$ cat src/rtl/fb_pkg.sv
// Shared definitions for the frame-buffer write-path blocks.
//   seq_state_t / ST_*  : layer sequencer FSM encoding
//   sel_w()             : width of a source index for a given source count
//   slice_lo()          : low bit of element idx in a packed per-source bus
package fb_pkg;

    typedef logic [1:0] seq_state_t;

    localparam seq_state_t ST_IDLE  = 2'd0;
    localparam seq_state_t ST_SCAN  = 2'd1;
    localparam seq_state_t ST_GRANT = 2'd2;
    localparam seq_state_t ST_GAP   = 2'd3;

    localparam int DEF_NUM_SOURCES = 4;
    localparam int DEF_COLOR_DEPTH = 9;
    localparam int DEF_COORD_W     = 32;

    function automatic int sel_w(input int n);
        return (n > 1) ? $clog2(n) : 1;
    endfunction

    function automatic int slice_lo(input int idx, input int width);
        return idx * width;
    endfunction

endpackage

$ cat src/rtl/lsb_first_encoder.sv
// Lowest-set-bit finder.
//   vec   : input bit vector
//   idx   : index of the lowest set bit (0 when none set)
//   valid : at least one bit of vec is set
module lsb_first_encoder #(
    parameter int WIDTH = 4,
    parameter int IDX_W = 2
) (
    input  logic [WIDTH-1:0] vec,
    output logic [IDX_W-1:0] idx,
    output logic             valid
);

    // Scan from the top down so the lowest set bit is the last to assign.
    always_comb begin
        idx   = '0;
        valid = 1'b0;
        for (int i = WIDTH - 1; i >= 0; i--) begin
            if (vec[i]) begin
                idx   = IDX_W'(i);
                valid = 1'b1;
            end
        end
    end

endmodule

$ cat src/rtl/fb_layer_sequencer.sv
// Painter's-order write-port sequencer: on each frame pulse, grants the frame
// manager write port to sources 0..NUM_SOURCES-1 in turn, muxing the granted
// source's bus onto fb_* and routing fb_awaited back to it.
//   clk, rst                 : clock, async active-high reset
//   frame                    : start-of-frame pulse
//   src_req                  : per-source "has content", sampled on frame
//   src_color/x/y            : packed per-source write buses
//   src_transparent/active   : per-source transparent flag and write-valid
//   src_done                 : per-source end-of-layer pulse
//   src_grant, src_awaited   : one-hot grant and routed accept
//   fb_color/x/y/transparent : muxed write bus
//   fb_active, fb_awaited    : muxed write-valid, frame manager accept
//   fb_source_sel            : index of granted source
//   busy, overrun            : sequence running, frame arrived while busy
//   timeout_err              : sticky per-source timeout flags
module fb_layer_sequencer
    import fb_pkg::*;
#(
    parameter int NUM_SOURCES    = 4,
    parameter int COLOR_DEPTH    = 9,
    parameter int COORD_W        = 32,
    parameter int SKIP_IDLE      = 1,
    parameter int TIMEOUT_CYCLES = 400000,
    localparam int SEL_W         = sel_w(NUM_SOURCES)
) (
    input  logic                           clk,
    input  logic                           rst,
    input  logic                           frame,
    input  logic [NUM_SOURCES-1:0]         src_req,
    input  logic [NUM_SOURCES*COLOR_DEPTH-1:0] src_color,
    input  logic [NUM_SOURCES*COORD_W-1:0] src_x,
    input  logic [NUM_SOURCES*COORD_W-1:0] src_y,
    input  logic [NUM_SOURCES-1:0]         src_transparent,
    input  logic [NUM_SOURCES-1:0]         src_active,
    input  logic [NUM_SOURCES-1:0]         src_done,
    output logic [NUM_SOURCES-1:0]         src_grant,
    output logic [NUM_SOURCES-1:0]         src_awaited,
    output logic [COLOR_DEPTH-1:0]         fb_color,
    output logic [COORD_W-1:0]             fb_x,
    output logic [COORD_W-1:0]             fb_y,
    output logic                           fb_transparent,
    output logic                           fb_active,
    input  logic                           fb_awaited,
    output logic [SEL_W-1:0]               fb_source_sel,
    output logic                           busy,
    output logic                           overrun,
    output logic [NUM_SOURCES-1:0]         timeout_err
);

    localparam int TMR_W = $clog2(TIMEOUT_CYCLES + 1);
    localparam logic [TMR_W-1:0] TMR_LAST = TMR_W'(TIMEOUT_CYCLES - 1);

    seq_state_t             state;
    logic [NUM_SOURCES-1:0] pend;
    logic [SEL_W-1:0]       cur;
    logic [TMR_W-1:0]       timer;
    logic [NUM_SOURCES-1:0] frame_mask;
    logic [SEL_W-1:0]       enc_idx;
    logic                   enc_valid;
    logic                   granted;
    logic [SEL_W-1:0]       mux_idx;

    assign frame_mask = (SKIP_IDLE != 0) ? src_req : '1;

    lsb_first_encoder #(
        .WIDTH (NUM_SOURCES),
        .IDX_W (SEL_W)
    ) u_scan_enc (
        .vec   (pend),
        .idx   (enc_idx),
        .valid (enc_valid)
    );

    always_ff @(posedge clk or posedge rst) begin
        if (rst) begin
            state       <= ST_IDLE;
            pend        <= '0;
            cur         <= '0;
            timer       <= '0;
            overrun     <= 1'b0;
            timeout_err <= '0;
        end else begin
            overrun <= frame && (state != ST_IDLE);
            // A new frame always restarts the sequence, whatever state we are in.
            if (frame) begin
                pend  <= frame_mask;
                state <= ST_SCAN;
            end else begin
                case (state)
                    ST_SCAN: begin
                        if (enc_valid) begin
                            cur           <= enc_idx;
                            pend[enc_idx] <= 1'b0;
                            timer         <= '0;
                            state         <= ST_GRANT;
                        end else begin
                            state <= ST_IDLE;
                        end
                    end
                    ST_GRANT: begin
                        timer <= timer + TMR_W'(1);
                        // done wins over a coincident timeout
                        if (src_done[cur]) begin
                            state <= ST_GAP;
                        end else if (timer == TMR_LAST) begin
                            timeout_err[cur] <= 1'b1;
                            state            <= ST_GAP;
                        end
                    end
                    ST_GAP:  state <= ST_SCAN;
                    default: state <= ST_IDLE;
                endcase
            end
        end
    end

    always_comb begin
        granted   = (state == ST_GRANT);
        // Outside GRANT the data mux parks on source 0.
        mux_idx   = granted ? cur : '0;
        src_grant = '0;
        if (granted) begin
            src_grant[cur] = 1'b1;
        end
        src_awaited    = src_grant & {NUM_SOURCES{fb_awaited}};
        fb_color       = src_color[slice_lo(int'(mux_idx), COLOR_DEPTH) +: COLOR_DEPTH];
        fb_x           = src_x[slice_lo(int'(mux_idx), COORD_W) +: COORD_W];
        fb_y           = src_y[slice_lo(int'(mux_idx), COORD_W) +: COORD_W];
        fb_transparent = src_transparent[mux_idx];
        fb_active      = granted & src_active[mux_idx];
        fb_source_sel  = mux_idx;
        busy           = (state != ST_IDLE);
    end

endmodule

$ cat config.mk
export PLATFORM = sky130hd
export DESIGN_NAME = fb_layer_sequencer
export DESIGN_NICKNAME = d
export VERILOG_FILES = /design/src/rtl/fb_pkg.sv /design/src/rtl/lsb_first_encoder.sv /design/src/rtl/fb_layer_sequencer.sv
export SDC_FILE = /design/constraint.sdc
export NUM_CORES = 1
export LEC_CHECK = 0
export CAP_MARGIN = 20
export CORE_AREA = 2 2 158 160
export CTS_BUF_LIST = sky130_fd_sc_hd__clkbuf_8
export CTS_CLUSTER_SIZE = 14
export DETAILED_ROUTE_END_ITERATION = 8
export DIE_AREA = 0 0 160 162
export PLACE_DENSITY = 0.5
export SYNTH_ARGS = -nofsm -noshare
export SYNTH_HDL_FRONTEND = slang
export SYNTH_SLANG_ARGS = --single-unit
$ cat constraint.sdc
create_clock -name clk -period 3 [get_ports clk]
set_clock_uncertainty 0.2 [all_clocks]
set_input_delay 0.3 -clock clk [delete_from_list [all_inputs] [get_ports clk]]
set_output_delay 0.3 -clock clk [all_outputs]
set_load 0.02 [all_outputs]
==> results.sh <==
export IMPL_start_util_pct=14.4
export IMPL_hold_viol=0
export IMPL_final_antenna_net_count=0
export IMPL_synth_area_sq_mm=0.00347
export IMPL_grt_max_degree=74
export IMPL_drive_gt1_share_pct=4.61
export IMPL_crit_arrival_ps=2430
export IMPL_yosysWarnings=0
export IMPL_seq_area_frac_synth_pct=23.1
export IMPL_crit_type="reg -> out"
export IMPL_dp_cells=1138
export IMPL_ff2ff_path_depth=5
export IMPL_place_area_sq_mm=0.00796
export IMPL_crit_chain="nand3b_1 > buf_4 > buf_12 > mux2i_1 > a21oi_1 > clkdlybuf4s50_1"
export IMPL_power_leakage_nw=3.63
export IMPL_clock_latency_ps=280
export IMPL_worstMarginPinSlew_ps=471
export IMPL_syn_nets=750
export IMPL_grt_pass1_vias=5130
export IMPL_drc=0
export IMPL_setup_worst_path_end_class="primary output"
export IMPL_clk_pin_slew_ps=70
export IMPL_max_stage_delay_ps=560
export IMPL_relSlewSlack_pct=68.4
export IMPL_critPathMaxFanout=33
export IMPL_hp_class="in -> async"
export IMPL_clock_sinks=32
export IMPL_cts_tree="built"
export IMPL_fill_cells=2521
export IMPL_layout_commonest_cell="clkdlybuf4s50_1"
export IMPL_hpwlAfterDp_um=19800
export IMPL_min_period_ps=2930
export IMPL_rr_endpoint="timeout_err[0]$_DFFE_PP0P_"
export IMPL_fin_crit_sh_pct=97.6
export IMPL_ios=403
export IMPL_ir_drop_v=0.000152
export IMPL_dieArea_sq_mm=0.0259
export IMPL_synth_flop_cell="dfrtp_1"
export IMPL_powerDensity_mw_per_mm2=328
export IMPL_final_cell_mix="clkdlybuf4s50_1, mux2i_1, a21oi_1, o22ai_1, o21ai_0"
export IMPL_dr_pass1_iters=4
export IMPL_maxSlewViolCount=0
export IMPL_multi_input_area_sq_mm=0.00248
export IMPL_outcome="complete, no violations"
export IMPL_vias=5191
export IMPL_cp_slowest_cell="clkdlybuf4s50_1"
export IMPL_fmax_mhz=342
export IMPL_final_cells=1151
export IMPL_antenna_found_initial=18
export IMPL_cts_max_level=2
export IMPL_syn_inst=437
export IMPL_crit_path_start_kind="register"
export IMPL_final_area_sq_mm=0.00821
export IMPL_p_total_mw=2.70
export IMPL_required_ps=2500
export IMPL_viasPerCell=4.51
export IMPL_clock_path_buffers=2
export IMPL_routed_wl_um=24400
export IMPL_syn_area_per_cell_sq_um=7.95
export IMPL_overflow=0
export IMPL_grt_usage_pct=17.4
export IMPL_synth_distinct_cells=42
export IMPL_die_h_um=162
export IMPL_core_area_sq_mm=0.0241
export IMPL_wl_per_cell_um=21.2
export IMPL_port_buffers=402
export IMPL_setup_viol=0
export IMPL_root_buffer="clkbuf_8"
export IMPL_syn_to_final_growth_pct=137
export IMPL_cts_made_buffers=5
export IMPL_async_flop_share_pct=100
export IMPL_die_w_um=160
export IMPL_gp_congestion=0.757
export IMPL_regArea_sq_um=802
export IMPL_reg2reg_from="cur[0]$_DFFE_PP0P_"
export IMPL_maxCapViolations=0
export IMPL_rrSetupSlack_ps=610
export IMPL_ctsHoldBuffers=0
export IMPL_ys_ff_latch=32
export IMPL_grt_pass1_wl_um=34000
export IMPL_row_count=57
export IMPL_drt_iter0_drc=310
export IMPL_synth_edf_count=0
export IMPL_final_nets=1136
## power by group
group / leakage [nW] / total (mW) / internal, mW / switching [mW]
sequential: 0.429 / 0.495 / 0.459 / 0.0352
clock: 0.0645 / 0.457 / 0.293 / 0.164
combinational: 3.14 / 1.74 / 0.948 / 0.796
total: 3.63 / 2.70 / 1.70 / 0.995
## metrics by stage
stage | hold WS (ps) | TNS, ps | worst slack (ps) | util [%]
6_report | 137 | 0 | 72.9 | 34.1
5_1_grt | 208 | -56.6 | -12.0 | 34.0
4_1_cts | 143 | 0 | 0.0708 | 33.5
3_5_place_dp | 257 | 0 | 308 | 33.0
3_3_place_gp | 254 | 0 | 310 | 33.0
2_1_floorplan | 216 | 0 | 580 | -
## Yosys cell counts (all sizes together) (2+ instances only)
master / number / area share [%]
nand2: 17 / 1.8
or3b: 2 / 0.50
dfrtp: 32 / 23
mux2i: 74 / 21
nor2: 17 / 1.8
nand2b: 2 / 0.36
inv: 10 / 1.1
and4: 3 / 0.76
or3: 4 / 0.72
and3: 2 / 0.36
or4: 6 / 1.3
buf: 11 / 1.4
mux4: 2 / 1.3
a21oi: 55 / 7.9
nand3: 7 / 1.0
o221ai: 29 / 7.3
xnor2: 3 / 0.76
clkbuf: 30 / 3.2
xor2: 5 / 1.3
o22ai: 45 / 8.1
or2: 3 / 0.54
o21a: 2 / 0.43
and2: 3 / 0.54
nor4: 4 / 0.90
nand4: 8 / 1.4
o31ai: 7 / 1.5
o21ai: 41 / 5.9
a31o: 4 / 1.0
## registers in the layout, indices dropped and copies added (netlist names)
signal and count:
pend 4, state 2, timeout_err 4, overrun 1
timer 19, cur 2
## worst max path at each step
stage,from,end,cells past startpoint
floorplan,cur[1]$_DFFE_PP0P_,fb_color[0],9
global placement,state[0]$_DFFE_PP0P_,fb_x[13],6
detailed placement,state[0]$_DFFE_PP0P_,fb_x[13],6
CTS,state[0]$_DFFE_PP0P_,fb_x[13],6
global route,cur[0]$_DFFE_PP0P_,fb_y[16],7
finish,cur[0]$_DFFE_PP0P_,fb_x[12],6
## kinds of logic after synthesis
logic type,after synthesis,share of synthesized area (%)
compound gates,186,32.9
xor+xnor,8,2.02
mux,76,22.6
flops,32,23.1
buf+inv,51,5.73
fa+ha+maj,1,0.360
simple gates,83,13.3
## routing by layer
| layer | track usage [%] | vias to the layer above | part of all wire, % |
|---|---|---|---|
| met1 | 20.7 | 2342 | 39 |
| met5 | 0 | - | 0.67 |
| met3 | 8.89 | 51 | 12 |
| met2 | 27.8 | 271 | 46 |
| li1 | - | 2499 | - |
| met4 | 4.22 | 28 | 2.2 |
## critical path, delay by kind of cell, from the launching register on
kind	cells	cell delay (ps)
AOI/OAI and AO/OA	1	120
muxes	1	310
buffers and inverters	3	960
DFF	1	470
and+or+nand+nor	1	240
## what timing repair did
item                                    4_1_cts  5_1_grt
buffers inserted                              0        1
endpoints found under the setup margin        0       70
resized for setup                             0       35
## layout make-up
cell class | count | share of cell area (%)
clock buffer | 7 | 1.17
antenna | 3 | 0.0914
multi-input combinational | 354 | 30.2
inverter | 10 | 0.457
tap | 324 | 4.94
timing repair buffer | 420 | 53.0
sequential | 32 | 9.77
clock inverter | 1 | 0.366
(Power assumes the default switching activity.)
